===== config.mk =====
export PLATFORM = sky130hd
export DESIGN_NAME = dec2ex_ctrl
export DESIGN_NICKNAME = d
export VERILOG_FILES = /design/src/rtl/dec2ex_ctrl.sv
export SDC_FILE = /design/constraint.sdc
export NUM_CORES = 1
export LEC_CHECK = 0
export ABC_CLOCK_PERIOD_IN_PS = 4300
export BUFFER_PORTS_ARGS = -buffer_cell sky130_fd_sc_hd__buf_2
export CAP_MARGIN = 10
export CORE_AREA = 2 2 40 42
export CTS_CLUSTER_DIAMETER = 30
export DETAILED_ROUTE_END_ITERATION = 12
export DIE_AREA = 0 0 42 44
export PLACE_DENSITY = 0.77
export SLEW_MARGIN = 5
export SYNTH_ARGS = -nofsm -noshare
export SYNTH_HDL_FRONTEND = slang
export SYNTH_SLANG_ARGS = --single-unit

===== constraint.sdc =====
create_clock -name clk -period 4.3 [get_ports clk]
set_clock_uncertainty 0.1 [all_clocks]
set_input_delay 0.43 -clock clk [delete_from_list [all_inputs] [get_ports clk]]
set_output_delay 0.43 -clock clk [all_outputs]
set_load 0.02 [all_outputs]

===== src/rtl/dec2ex_ctrl.sv =====
// dec2ex_ctrl: enables, mul/div sequencing and stall arbitration for dec2ex.
// Ports: clk, a_reset (async, active-high); hz_stall, stall_mmu, trap, flush,
//   dec_muldiv, dec_is_div, rs2_zero in; clk1_en..clk6_en, dec_stall,
//   md_busy, md_last, md_iter[CW-1:0], ex_bubble out.
//   Optional: define DEC2EX_DIVZERO_EARLY_EN to finish a divide by zero
//   in a single iteration.
module dec2ex_ctrl #(
  parameter int MUL_CYC = 4,
  parameter int DIV_CYC = 33,
  parameter int CW      = 6
) (
  input  logic          clk,
  input  logic          a_reset,
  input  logic          hz_stall,
  input  logic          stall_mmu,
  input  logic          trap,
  input  logic          flush,
  input  logic          dec_muldiv,
  input  logic          dec_is_div,
  input  logic          rs2_zero,
  output logic          clk1_en,
  output logic          clk2_en,
  output logic          clk3_en,
  output logic          clk4_en,
  output logic          clk5_en,
  output logic          clk6_en,
  output logic          dec_stall,
  output logic          md_busy,
  output logic          md_last,
  output logic [CW-1:0] md_iter,
  output logic          ex_bubble
);

  typedef enum logic [1:0] {
    IDLE,
    MD_RUN,
    TRAP_HOLD
  } state_t;

  localparam logic [CW-1:0] MUL_LIM = CW'(MUL_CYC - 1);
  localparam logic [CW-1:0] DIV_LIM = CW'(DIV_CYC - 1);

  state_t        state;
  logic [CW-1:0] limit;
  logic [CW-1:0] div_lim;
  logic          trap_hold;
  logic          at_lim;
  logic          run;
  logic          md_start;
  logic          bub_nxt;

`ifdef DEC2EX_DIVZERO_EARLY_EN
  // Zero divisor: quotient is all-ones, no iterations needed.
  assign div_lim = rs2_zero ? '0 : DIV_LIM;
`else
  logic unused_rs2;
  assign unused_rs2 = rs2_zero;
  assign div_lim    = DIV_LIM;
`endif

  assign run       = !a_reset;
  assign md_busy   = (state == MD_RUN);
  assign trap_hold = (state == TRAP_HOLD);
  assign at_lim    = (md_iter == limit);

  // Reset folds into dec_stall so every enable is held low in reset.
  assign dec_stall = a_reset | hz_stall | md_busy | trap_hold;

  assign clk1_en = run & !dec_stall;
  assign clk2_en = run & (!dec_stall | md_busy);
  assign clk3_en = run & (md_busy |
                   ((state == IDLE) & dec_muldiv & !dec_stall));
  assign clk4_en = run & (!dec_stall | trap);
  assign clk5_en = run & !md_busy;
  assign clk6_en = run & (!dec_stall | stall_mmu);

  // A trapped sequence is aborted, so it never reports a final result.
  assign md_last = md_busy & at_lim & !stall_mmu & !trap;

  assign md_start = (state == IDLE) & dec_muldiv &
                    !hz_stall & !flush & !trap;

  // Flush during MD_RUN targets a younger instruction; ignore it.
  always_comb begin
    bub_nxt = ex_bubble;
    if (trap | (flush & !md_busy)) begin
      bub_nxt = 1'b1;
    end else if (hz_stall & !md_busy) begin
      bub_nxt = 1'b1;
    end else if (clk1_en) begin
      bub_nxt = 1'b0;
    end
  end

  always_ff @(posedge clk or posedge a_reset) begin
    if (a_reset) begin
      state     <= IDLE;
      md_iter   <= '0;
      limit     <= '0;
      ex_bubble <= 1'b1;
    end else begin
      ex_bubble <= bub_nxt;
      if (trap) begin
        state   <= TRAP_HOLD;
        md_iter <= '0;
      end else begin
        unique case (state)
          IDLE: begin
            if (md_start) begin
              state   <= MD_RUN;
              md_iter <= '0;
              limit   <= dec_is_div ? div_lim : MUL_LIM;
            end
          end
          MD_RUN: begin
            if (!stall_mmu) begin
              if (at_lim) begin
                state   <= IDLE;
                md_iter <= '0;
              end else begin
                md_iter <= md_iter + 1'b1;
              end
            end
          end
          TRAP_HOLD: begin
            state   <= IDLE;
            md_iter <= '0;
          end
          default: begin
            state   <= IDLE;
            md_iter <= '0;
          end
        endcase
      end
    end
  end

endmodule


# [Yosys cells after proc, flatten, opt, wreduce, memory -nomap -nowiden]
# Cells that the tools add are included.
[word_totals] output_inout_bits=16 input_bits=9 register_bits=15
[classes] addsub=1 reduce_logical=12 bitwise=25 n_mux=14 eq_ne=6
[ops] operator="6-bit 2-to-1 mux" n=5
[ops] operator="1-bit bitwise AND" n=16
[ops] operator="6-bit case mux with 2 select lines" n=1
[ops] operator="2-bit 2-to-1 mux" n=4
[ops] operator="1-bit bitwise OR" n=8
[ops] operator="1-bit logical NOT" n=7
[ops] operator="6-bit by 1-bit adder with 6-bit output (second input constant)" n=1
[ops] operator="6-bit == test" n=1
[ops] operator="3-bit != test (second input constant)" n=2
[ops] operator="3-bit AND reduction" n=2
[ops] operator="2-bit case mux with 2 select lines" n=1
[ops] operator="1-bit 2-to-1 mux" n=3
[ops] operator="3-bit by 2-bit != test with 1-bit output (second input constant)" n=1
[ops] operator="3-bit nonzero test" n=1
[ops] operator="2-bit by 1-bit == test with 1-bit output (second input constant)" n=1
[ops] operator="2-bit == test (second input constant)" n=1
[ops] operator="2-bit logical NOT" n=1
[ops] operator="2-bit AND reduction" n=1
[ops] operator="1-bit NOT" n=1

# [Longest topological paths before layout]
# Gate-level depths: netlist (run 1).
[logic_depth] depth_word=8 mapped_depth=5 depth_no_buf=5

# [Worst setup path after synthesis (run 1)]
# OpenSTA, ideal clock, no wires.
[synth_timing] path_type="reg2out" startpoint="reg state[0]" endpoint="out clk6_en" slack_ns=2.016 path_buffers=0 path_stages_with_launch=5 t_arrival_ns=1.754 path_cell_list="dfrtp_1 -> nor2b_1 -> or4_1 -> inv_1 -> a21o_1"
[synth_between] elab_chain_cells=6 elab_cells_between_ends=7 classes_between="eq/ne: 2; bitwise: 4; reduce/logical: 1"
[synth_rtl] element="start: declaration" line_no="43" text="state_t state;"
[synth_rtl] element="start signal: assignment" line_no="97" text="state <= IDLE;"
[synth_rtl] element="start signal: assignment" line_no="104" text="state <= TRAP_HOLD;"
[synth_rtl] element="start signal: assignment" line_no="110" text="state <= MD_RUN;"
[synth_rtl] element="2-bit by 1-bit == test with 1-bit output" line_no="62" text="assign md_busy = (state == MD_RUN);"
[synth_rtl] element="named net md_busy" line_no="28" text="output logic md_busy,"
[synth_rtl] element="1-bit bitwise OR (2 in a row)" line_no="67" text="assign dec_stall = a_reset | hz_stall | md_busy | trap_hold;"
[synth_rtl] element="named net dec_stall" line_no="27" text="output logic dec_stall,"
[synth_rtl] element="1-bit logical NOT" line_no="75" text="assign clk6_en = run & (!dec_stall | stall_mmu);"
[synth_rtl] element="1-bit bitwise OR" line_no="75"
[synth_rtl] element="1-bit bitwise AND" line_no="75"
[synth_rtl] element="end: declaration" line_no="26" text="output logic clk6_en,"
# The timed path passes the listed nets, and every way through them passes these cells.

# [Final worst setup path (run 1)]
[layout_timing] startpoint="reg state[0]" endpoint="out clk6_en"
[layout_between] elab_chain_cells=6 elab_cells_between_ends=7 classes_between="eq/ne: 2; bitwise: 4; reduce/logical: 1"
[layout_rtl] element="2-bit by 1-bit == test with 1-bit output" line_no="62"
[layout_rtl] element="1-bit bitwise OR" line_no="67"
[layout_rtl] element="1-bit bitwise OR *" line_no="67"
[layout_rtl] element="1-bit logical NOT *" line_no="75"
[layout_rtl] element="1-bit bitwise OR *" line_no="75"
[layout_rtl] element="1-bit bitwise AND *" line_no="75"
# Every way passes the cells marked *; elsewhere a longest branch is shown, timed or not.

==> flow_summary.toml, run 1 <==
[status]
status = "complete, no violations"

[final_layout]
nets = 110
instances_no_fill = 115
diodes = 0
drive_gt1_frac = 0.313
fill_cells = 134
synthToLayoutAreaGrowth_pct = 23.2

[floorplan]
die_area_mm2 = 0.00185
coreArea_mm2 = 0.00142
start_util = 0.465
die_x_um = 42
row_count = 14
dieHeight_um = 44
io_pins = 25

[sta]
setup_tns_ns = 0
fmax_mhz = 429
fin_crit_sh = 0.542
hold_slack_ns = 0.0971
slew_violations = 0
tightest_slew_ns = 0.471
rsz0062_at_grt = "false"
setup_violations = 0
relSlewSlack = 0.686
period_needed_ns = 2.33
setup_slack_ns = 1.97
hold_viol = 0

[placement]
place_congestion = 0.784
dp_hpwl_mm = 1.01
place_worst_setup_slack_ns = 2.26
io_buffers = 23
placed_cells = 111

[synth]
synth-main-ff-cell = "dfrtp_1"
synth-seq-cells = 11
ys_warn_count = 0
syn_nets = 84
netlist_area_um2 = 659
synth-async-reset-ratio = 1.00
synth_seq_area_share = 0.419
synth_area_leader_cell = "dfrtp_1"
synth_cells = 74
ys_types = 33
synth.avg_cell_area_um2 = 8.91
synth_edf_count = 0
ys_top_cells_by_area = "dfrtp_1 (38%), nor2_1 (8.5%), dfstp_2 (4.0%), xor2_1 (4.0%), nor4b_4 (3.6%)"
synth_top_cell_area_share = 0.380

[setup_path]
crit_buf_inv = 2
worst-setup-path-type = "flop to output port"
cpLargestDelayFamily = "simple AND/OR/NAND/NOR gates"
slowest_delay_ns = 0.53
end_kind = "output port"
cp_cell_sequence = "nor2b_1 > or4_1 > inv_1 > a21o_1 > buf_2"
slowest_stage = "or4_1"
reg2reg_setup_slack_ns = 2.60
worstPathMaxFanout = 8
startpoint_type = "flop"
critPathArrivalTime_ns = 1.80
required_ns = 3.77

[power]
leakage_uw = 0.000420
total_power_uw = 222
peakVddDrop_mv = 0.186
cellPowerDensity_mw_per_mm2 = 274

[clock_tree]
clk_pin_slew_worst_paths_ns = 0.07
postCtsSetupBuffers = 0
htreeDepth = 1
cts_buffer_depth = 2
cts-root-buf = "clkbuf_4"
clock_sinks = 11
cts_resized = 0
cts_hold_buf = 0
clkLatencyLatePin_ns = 0.27
numCtsBuffers = 3
cts_tree = "built"

[hold_path]
holdCritPathClass = "input port to asynchronous set/reset pin"

[grt]
grt_pass1_wl_mm = 2.19
grt_max_degree = 13
grt_pass1_vias = 533
grt_antenna_before_repair = 0
grt_use_total = 0.157
overflow = 0

[flow_run]
drv_cap = 0

[route]
vias = 623
first_iter_violations = 13
wl_mm = 1.25
ant_nets = 0
drcViolationCount = 0
routed_via_density = 5.42
dr.pass1.iters = 3
wl_per_cell_um = 10.9
## logic make-up after synthesis
| family | count (synthesis) | share of synthesized area |
|---|---|---|
| adder cells (fa/ha/maj) | 1 | 0.0190 |
| flip-flops | 11 | 0.419 |
| buffers and inverters | 5 | 0.0303 |
| AO/OA/AOI/OAI | 15 | 0.148 |
| multiplexers | 1 | 0.0171 |
| XOR/XNOR | 4 | 0.0531 |
| AND/OR/NAND/NOR | 37 | 0.313 |
## area by class of cell
| cell class | instances | area, um2 | share of cell area |
|---|---|---|---|
| clock buffer | 4 | 26.3 | 0.0324 |
| inverter | 3 | 11.3 | 0.0139 |
| multi-input combinational | 58 | 363 | 0.447 |
| sequential | 11 | 277 | 0.341 |
| tap | 16 | 20.0 | 0.0247 |
| timing repair buffer | 23 | 115 | 0.142 |
## power breakdown
| group | switching (uW) | internal, uW |
|---|---|---|
| Combinational | 23.7 | 15.0 |
| Sequential | 4.44 | 109 |
| Clock | 34.4 | 35.9 |
## stage by stage
stage / cell area [um2] / util
after detailed placement: 786 / 0.554
after global placement: 786 / 0.554
after global routing: 812 / 0.572
after CTS: 812 / 0.572
final: 812 / 0.572
after floorplan: 659 / -
## per-layer routing
layer | GRT usage | up-vias | share of wire
met1 | 0.184 | 290 | 0.45
met5 | 0 | - | 0
met2 | 0.269 | 18 | 0.48
met4 | 0.0581 | 0 | 0.0088
met3 | 0.0500 | 2 | 0.060
li1 | - | 313 | -
## sequential cells by signal, summed over array words and instances (netlist names)
signal / cells
md_iter: 6
state: 2
limit: 2
ex_bubble: 1
## path summary, 6_finish.rpt
path                                  startpoint  cells after the start                     end
min                                      a_reset                      2    state[1]$_DFFE_PP0P_
max                         state[0]$_DFFE_PP0P_                      5                 clk6_en
min reg2reg                ex_bubble$_DFFE_PP1P_                      2   ex_bubble$_DFFE_PP1P_
min in group clk                            trap                      1    state[1]$_DFFE_PP0P_
max in group asynchronous                a_reset                      2   ex_bubble$_DFFE_PP1P_
max reg2reg                 state[0]$_DFFE_PP0P_                      4  md_iter[5]$_DFFE_PP0P_
## cell usage after synthesis, drive strengths merged, types with 2 or more instances
cell type,n
nor2b,2
nor2,15
nor3,5
xor2,3
dfrtp,10
inv,3
o211ai,2
a21oi,3
o31ai,2
nand2,4
o21ai,4
and3,2
## cells in the final DEF, fill, tap and decap left out, types with 2 or more instances in the layout
cell      instances
o21ai_0           4
a21oi_1           3
clkbuf_4          3
buf_2            23
nand2_1           4
nor2_1           15
nor3_1            4
dfrtp_1          10
xor2_1            3
inv_1             3
o31ai_1           2
o211ai_1          2
and3_1            2
No activity file was read; power rests on OpenSTA's default activity.
==> run 2: changes to the inputs <==
==> config.mk (replaced) <==
export PLATFORM = sky130hd
export DESIGN_NAME = dec2ex_ctrl
export DESIGN_NICKNAME = d
export VERILOG_FILES = /design/src/rtl/dec2ex_ctrl.sv
export SDC_FILE = /design/constraint.sdc
export NUM_CORES = 1
export LEC_CHECK = 0
export ABC_CLOCK_PERIOD_IN_PS = 1900
export BUFFER_PORTS_ARGS = -buffer_cell sky130_fd_sc_hd__buf_2
export CAP_MARGIN = 10
export CORE_AREA = 2 2 43 45
export CTS_CLUSTER_DIAMETER = 30
export DETAILED_ROUTE_END_ITERATION = 12
export DIE_AREA = 0 0 45 47
export PLACE_DENSITY = 0.7
export SLEW_MARGIN = 5
export SYNTH_ARGS = -nofsm -noshare
export SYNTH_HDL_FRONTEND = slang
export SYNTH_SLANG_ARGS = --single-unit
==> constraint.sdc (replaced) <==
create_clock -name clk -period 1.9 [get_ports clk]
set_clock_uncertainty 0.1 [all_clocks]
set_input_delay 0.19 -clock clk [delete_from_list [all_inputs] [get_ports clk]]
set_output_delay 0.19 -clock clk [all_outputs]
set_load 0.02 [all_outputs]
==> flow_summary.toml, run 2 (synthesis gave the netlist of run 1 again) <==
[sta]
slew_violations = 0
fmax_mhz = 511
hold_viol = 0
setup_violations = 3
rsz0062_at_grt = "true"
period_needed_ns = 1.96
setup_slack_ns = -0.0561
tightest_slew_ns = 0.488
fin_crit_sh = 1.03
relSlewSlack = 0.671

[final_layout]
synthToLayoutAreaGrowth_pct = 38.9
utilization = 0.555
diodes = 0
top_register = "md_iter"
final_area_um2 = 916
nets = 117
final_cell_mix = "buf_2 (21), nor2_1 (14), dfrtp_1 (7)"
reg.largest.list = "md_iter x6, limit x2, state x2"
largest_register_ffs = 6
drive_gt1_frac = 0.434
layout_commonest_cell = "buf_2"

[route]
wl_mm = 1.67
dr.pass1.iters = 4
ant_nets = 0
drcViolationCount = 0
first_iter_violations = 15
routed_via_density = 5.77
wl_per_cell_um = 13.6
vias = 710

[setup_path]
required_ns = 1.61
end_kind = "output port"
cpLargestDelayFamily = "simple AND/OR/NAND/NOR gates"
crit_start = "state[1]$_DFFE_PP0P_"
slowest_delay_ns = 0.50
crit_buf_inv = 2
cp_cell_sequence = "and2b_1 > or4_4 > inv_2 > a21o_1 > buf_6"
crit_end = "clk6_en"
reg2reg_to = "md_iter[5]$_DFFE_PP0P_"
ff2ff_path_depth = 5
r2r_start = "state[0]$_DFFE_PP0P_"
slowest_stage = "or4_4"
worst-setup-path-type = "flop to output port"
path_depth = 5
critPathArrivalTime_ns = 1.67
startpoint_type = "flop"
reg2reg_setup_slack_ns = 0.14
worstPathMaxFanout = 4

[clock_tree]
clkLatencyLatePin_ns = 0.27
numCtsBuffers = 3
clock_sinks = 11
htreeDepth = 1
cts_buffer_depth = 2
cts_tree = "built"
clk_pin_slew_worst_paths_ns = 0.08
cts-root-buf = "clkbuf_4"

[status]
status = "finished with violations"
violations = "negative setup slack"

[floorplan]
start_util = 0.399
row_count = 15
die_x_um = 45
coreArea_mm2 = 0.00165
die_area_mm2 = 0.00212
dieHeight_um = 47
io_pins = 25

[placement]
place_worst_setup_slack_ns = 0.156
place_congestion = 0.745
dpl_cell_area_um2 = 806
io_buffers = 23

[power]
peakVddDrop_mv = 0.301
cellPowerDensity_mw_per_mm2 = 585
leakage_uw = 0.000455

[grt]
grt_use_total = 0.169
grt_pass1_vias = 597
grt_max_degree = 12
overflow = 0
grt_antenna_before_repair = 0
grt_pass1_wl_mm = 2.58

[hold_path]
holdCritPathClass = "input port to flop"

[flow_run]
drv_cap = 0
-- run 2: changes by cell type in the layout (fill, tap and decap cells not counted), sizes merged --
cell         before  now
buf              23   28
dlygate4sd3       0    2
-- run 2: layer usage --
| metal | routed length (um) | up-vias | GRT usage |
|---|---|---|---|
| met5 | 0 | - | 0 |
| met2 | 878 | 29 | 0.289 |
| met3 | 98 | 6 | 0.0346 |
| met4 | 47 | 0 | 0.0706 |
| li1 | - | 327 | - |
| met1 | 643 | 348 | 0.210 |
-- run 2: layout make-up --
type	count	area, um2
Clock buffer	4	26.3
Fill cell	152	736
Inverter	3	11.3
Multi-Input combinational cell	58	392
Sequential cell	11	280
Tap cell	17	21.3
Timing Repair Buffer	30	185
-- run 2: worst min-delay path by stage --
stage,from,endpoint,slack (ns),depth (start not counted)
after floorplan,a_reset,limit[1]$_DFFE_PP0P_,-0.05,1
after global placement,a_reset,md_iter[2]$_DFFE_PP0P_,0.16,3
after detailed placement,a_reset,md_iter[2]$_DFFE_PP0P_,0.17,3
after CTS,trap,state[1]$_DFFE_PP0P_,-0.01,1
after global routing,dec_is_div,limit[1]$_DFFE_PP0P_,0.04,2
final,dec_is_div,limit[1]$_DFFE_PP0P_,0.02,2
-- run 2: timing repair --
action / CTS / global route
hold buffers: 1 / 1
pin swaps: 1 / 4
hold endpoints to repair: 11 / 1
setup endpoints to repair: 4 / 6
resized for setup: 4 / 9
setup buffers: 3 / 0
-- run 2: through the flow --
step	hold WS (ns)	power, uW	TNS [ns]	instances
after global routing	0.0374	567	-0.273	123
final	0.0162	536	-0.112	123
after detailed placement	0.166	354	0	114
after floorplan	-0.0499	320	0	74
after CTS	-0.0114	523	-0.00627	122
after global placement	0.155	352	0	114
-- run 2: where the power goes --
| part | switching [uW] | internal [uW] | total (uW) |
|---|---|---|---|
| sequential | 9.23 | 246 | 255 |
| clock | 85.0 | 81.4 | 166 |
| combinational | 65.4 | 48.8 | 114 |
| total | 160 | 376 | 536 |
==> run 3: changes to the inputs <==
--- a/config.mk
+++ b/config.mk
@@ -7,12 +7,13 @@
 export LEC_CHECK = 0
 export ABC_CLOCK_PERIOD_IN_PS = 1900
 export BUFFER_PORTS_ARGS = -buffer_cell sky130_fd_sc_hd__buf_2
-export CAP_MARGIN = 10
+export CAP_MARGIN = 30
 export CORE_AREA = 2 2 43 45
 export CTS_CLUSTER_DIAMETER = 30
 export DETAILED_ROUTE_END_ITERATION = 12
 export DIE_AREA = 0 0 45 47
 export PLACE_DENSITY = 0.7
+export REMOVE_ABC_BUFFERS = 1
 export SLEW_MARGIN = 5
 export SYNTH_ARGS = -nofsm -noshare
 export SYNTH_HDL_FRONTEND = slang
==> flow_summary.toml, run 3 (synthesis gave the netlist of run 1 again) <==
[status]
status = "finished with violations"
violations = "negative setup slack"

[flow_run]
drv_cap = 0

[floorplan]
die_x_um = 45
coreArea_mm2 = 0.00165
die_area_mm2 = 0.00212
io_pins = 25
start_util = 0.399
row_count = 15
dieHeight_um = 47

[setup_path]
end_kind = "output port"
worstPathMaxFanout = 4
worst-setup-path-type = "flop to output port"
required_ns = 1.61
startpoint_type = "flop"
critPathArrivalTime_ns = 1.67

[clock_tree]
htreeDepth = 1
cts-root-buf = "clkbuf_4"
numCtsBuffers = 3
cts_buffer_depth = 2
clk_pin_slew_worst_paths_ns = 0.07
clkLatencyLatePin_ns = 0.27
clock_sinks = 11
cts_tree = "built"

[route]
dr_wl_met3_um = 68
drcViolationCount = 0
dr.pass1.iters = 4
wl_mm = 1.69
wl_met1_um = 700
vias = 670
ant_nets = 0
wl_per_cell_um = 13.7
routed_via_density = 5.45
wl_met2_um = 894
first_iter_violations = 18
top_layer = "met4"

[sta]
period_needed_ns = 1.96
slew_violations = 0
hold_viol = 0
fmax_mhz = 510
rsz0062_at_grt = "true"
relSlewSlack = 0.699
fin_crit_sh = 1.03
tightest_slew_ns = 0.450
setup_slack_ns = -0.0624
hold_slack_ns = 0.0235
setup_violations = 2

[grt]
grt_pass1_wl_mm = 2.55
grt_pass1_vias = 628
overflow = 0
grt_max_degree = 12
grt_use_total = 0.171
grt_antenna_before_repair = 0

[final_layout]
drive_gt1_frac = 0.425
synthToLayoutAreaGrowth_pct = 37.8
final_cell_mix = "buf_2 (20), nor2_1 (15), dfrtp_1 (7)"
reg.largest.list = "md_iter x6, limit x2, state x2"
diodes = 0
top_register = "md_iter"
instances_no_fill = 123
utilization = 0.550
nets = 117
largest_register_ffs = 6
fill_cells = 164
final_area_um2 = 908
layout_commonest_cell = "buf_2"

[placement]
place_congestion = 0.758
dp_hpwl_mm = 1.17
io_buffers = 23
placed_cells = 114
dpl_cell_area_um2 = 802

[power]
power.share.combinational = 0.215
leakage_uw = 0.000456
p_clk_frac = 0.301
netSwitchingPower_uw = 150
total_power_uw = 526
netSwitchingFraction = 0.286
cellPowerDensity_mw_per_mm2 = 580
peakVddDrop_mv = 0.406
power_frac_seq = 0.484
internal_power_uw = 376

[hold_path]
holdCritPathClass = "input port to flop"
-- run 3: power by group through the flow --
stage	combinational [uW]	sequential, uW	clock [uW]
after floorplan	59.6	258	0
after detailed placement	94.5	260	0
after global placement	91.7	259	0
after CTS	107	254	162
final	113	255	159
after global routing	124	256	174
-- run 3: stage by stage --
step	setup slack, ns	setup TNS [ns]
2_1_floorplan	-0.144	-0.156
3_3_place_gp	0.129	0
3_5_place_dp	0.0905	0
4_1_cts	-0.0153	-0.0279
5_1_grt	-0.109	-0.236
6_report	-0.0624	-0.102
-- run 3: cell type report --
class	count	area [um2]	area share
Tap cell	17	21.3	0.0234
Sequential cell	11	280	0.309
Inverter	3	11.3	0.0124
Timing Repair Buffer	30	188	0.207
Multi-Input combinational cell	58	382	0.420
Clock buffer	4	26.3	0.0289
-- run 3: metal layers --
metal  vias to the layer above  track usage
met3                         4       0.0577
met1                       316        0.197
li1                        333            -
met2                        17        0.280
met4                         0       0.0941
met5                         -            0
-- run 3: timing repair --
| action | 4_1_cts | 5_1_grt |
|---|---|---|
| pin swaps | 1 | 2 |
| gates resized for setup | 7 | 10 |
| setup endpoints to repair | 4 | 5 |
| endpoints found under the hold margin | 11 | 0 |
| hold buffers | 2 | 0 |
| setup buffers | 3 | 0 |
-- run 3: worst paths after layout --
check | startpoint | to | slack (ns) | cells after the start
setup / recovery | state[1]$_DFFE_PP0P_ | clk6_en | -0.06 | 5
hold / removal | dec_is_div | limit[1]$_DFFE_PP0P_ | 0.02 | 2
setup reg to reg | state[0]$_DFFE_PP0P_ | md_iter[5]$_DFFE_PP0P_ | 0.12 | 5
hold reg to reg | ex_bubble$_DFFE_PP1P_ | ex_bubble$_DFFE_PP1P_ | 0.41 | 2
max in group asynchronous | a_reset | ex_bubble$_DFFE_PP1P_ | 1.06 | 4
min in group asynchronous | a_reset | md_iter[2]$_DFFE_PP0P_ | 0.42 | 4
-- run 3: critical path, stage by stage (launching register included) --
cell,delay (ns)
dfrtp_2,0.42
and2b_1,0.17
or4_4,0.51
inv_2,0.08
a21o_1,0.10
buf_6,0.12
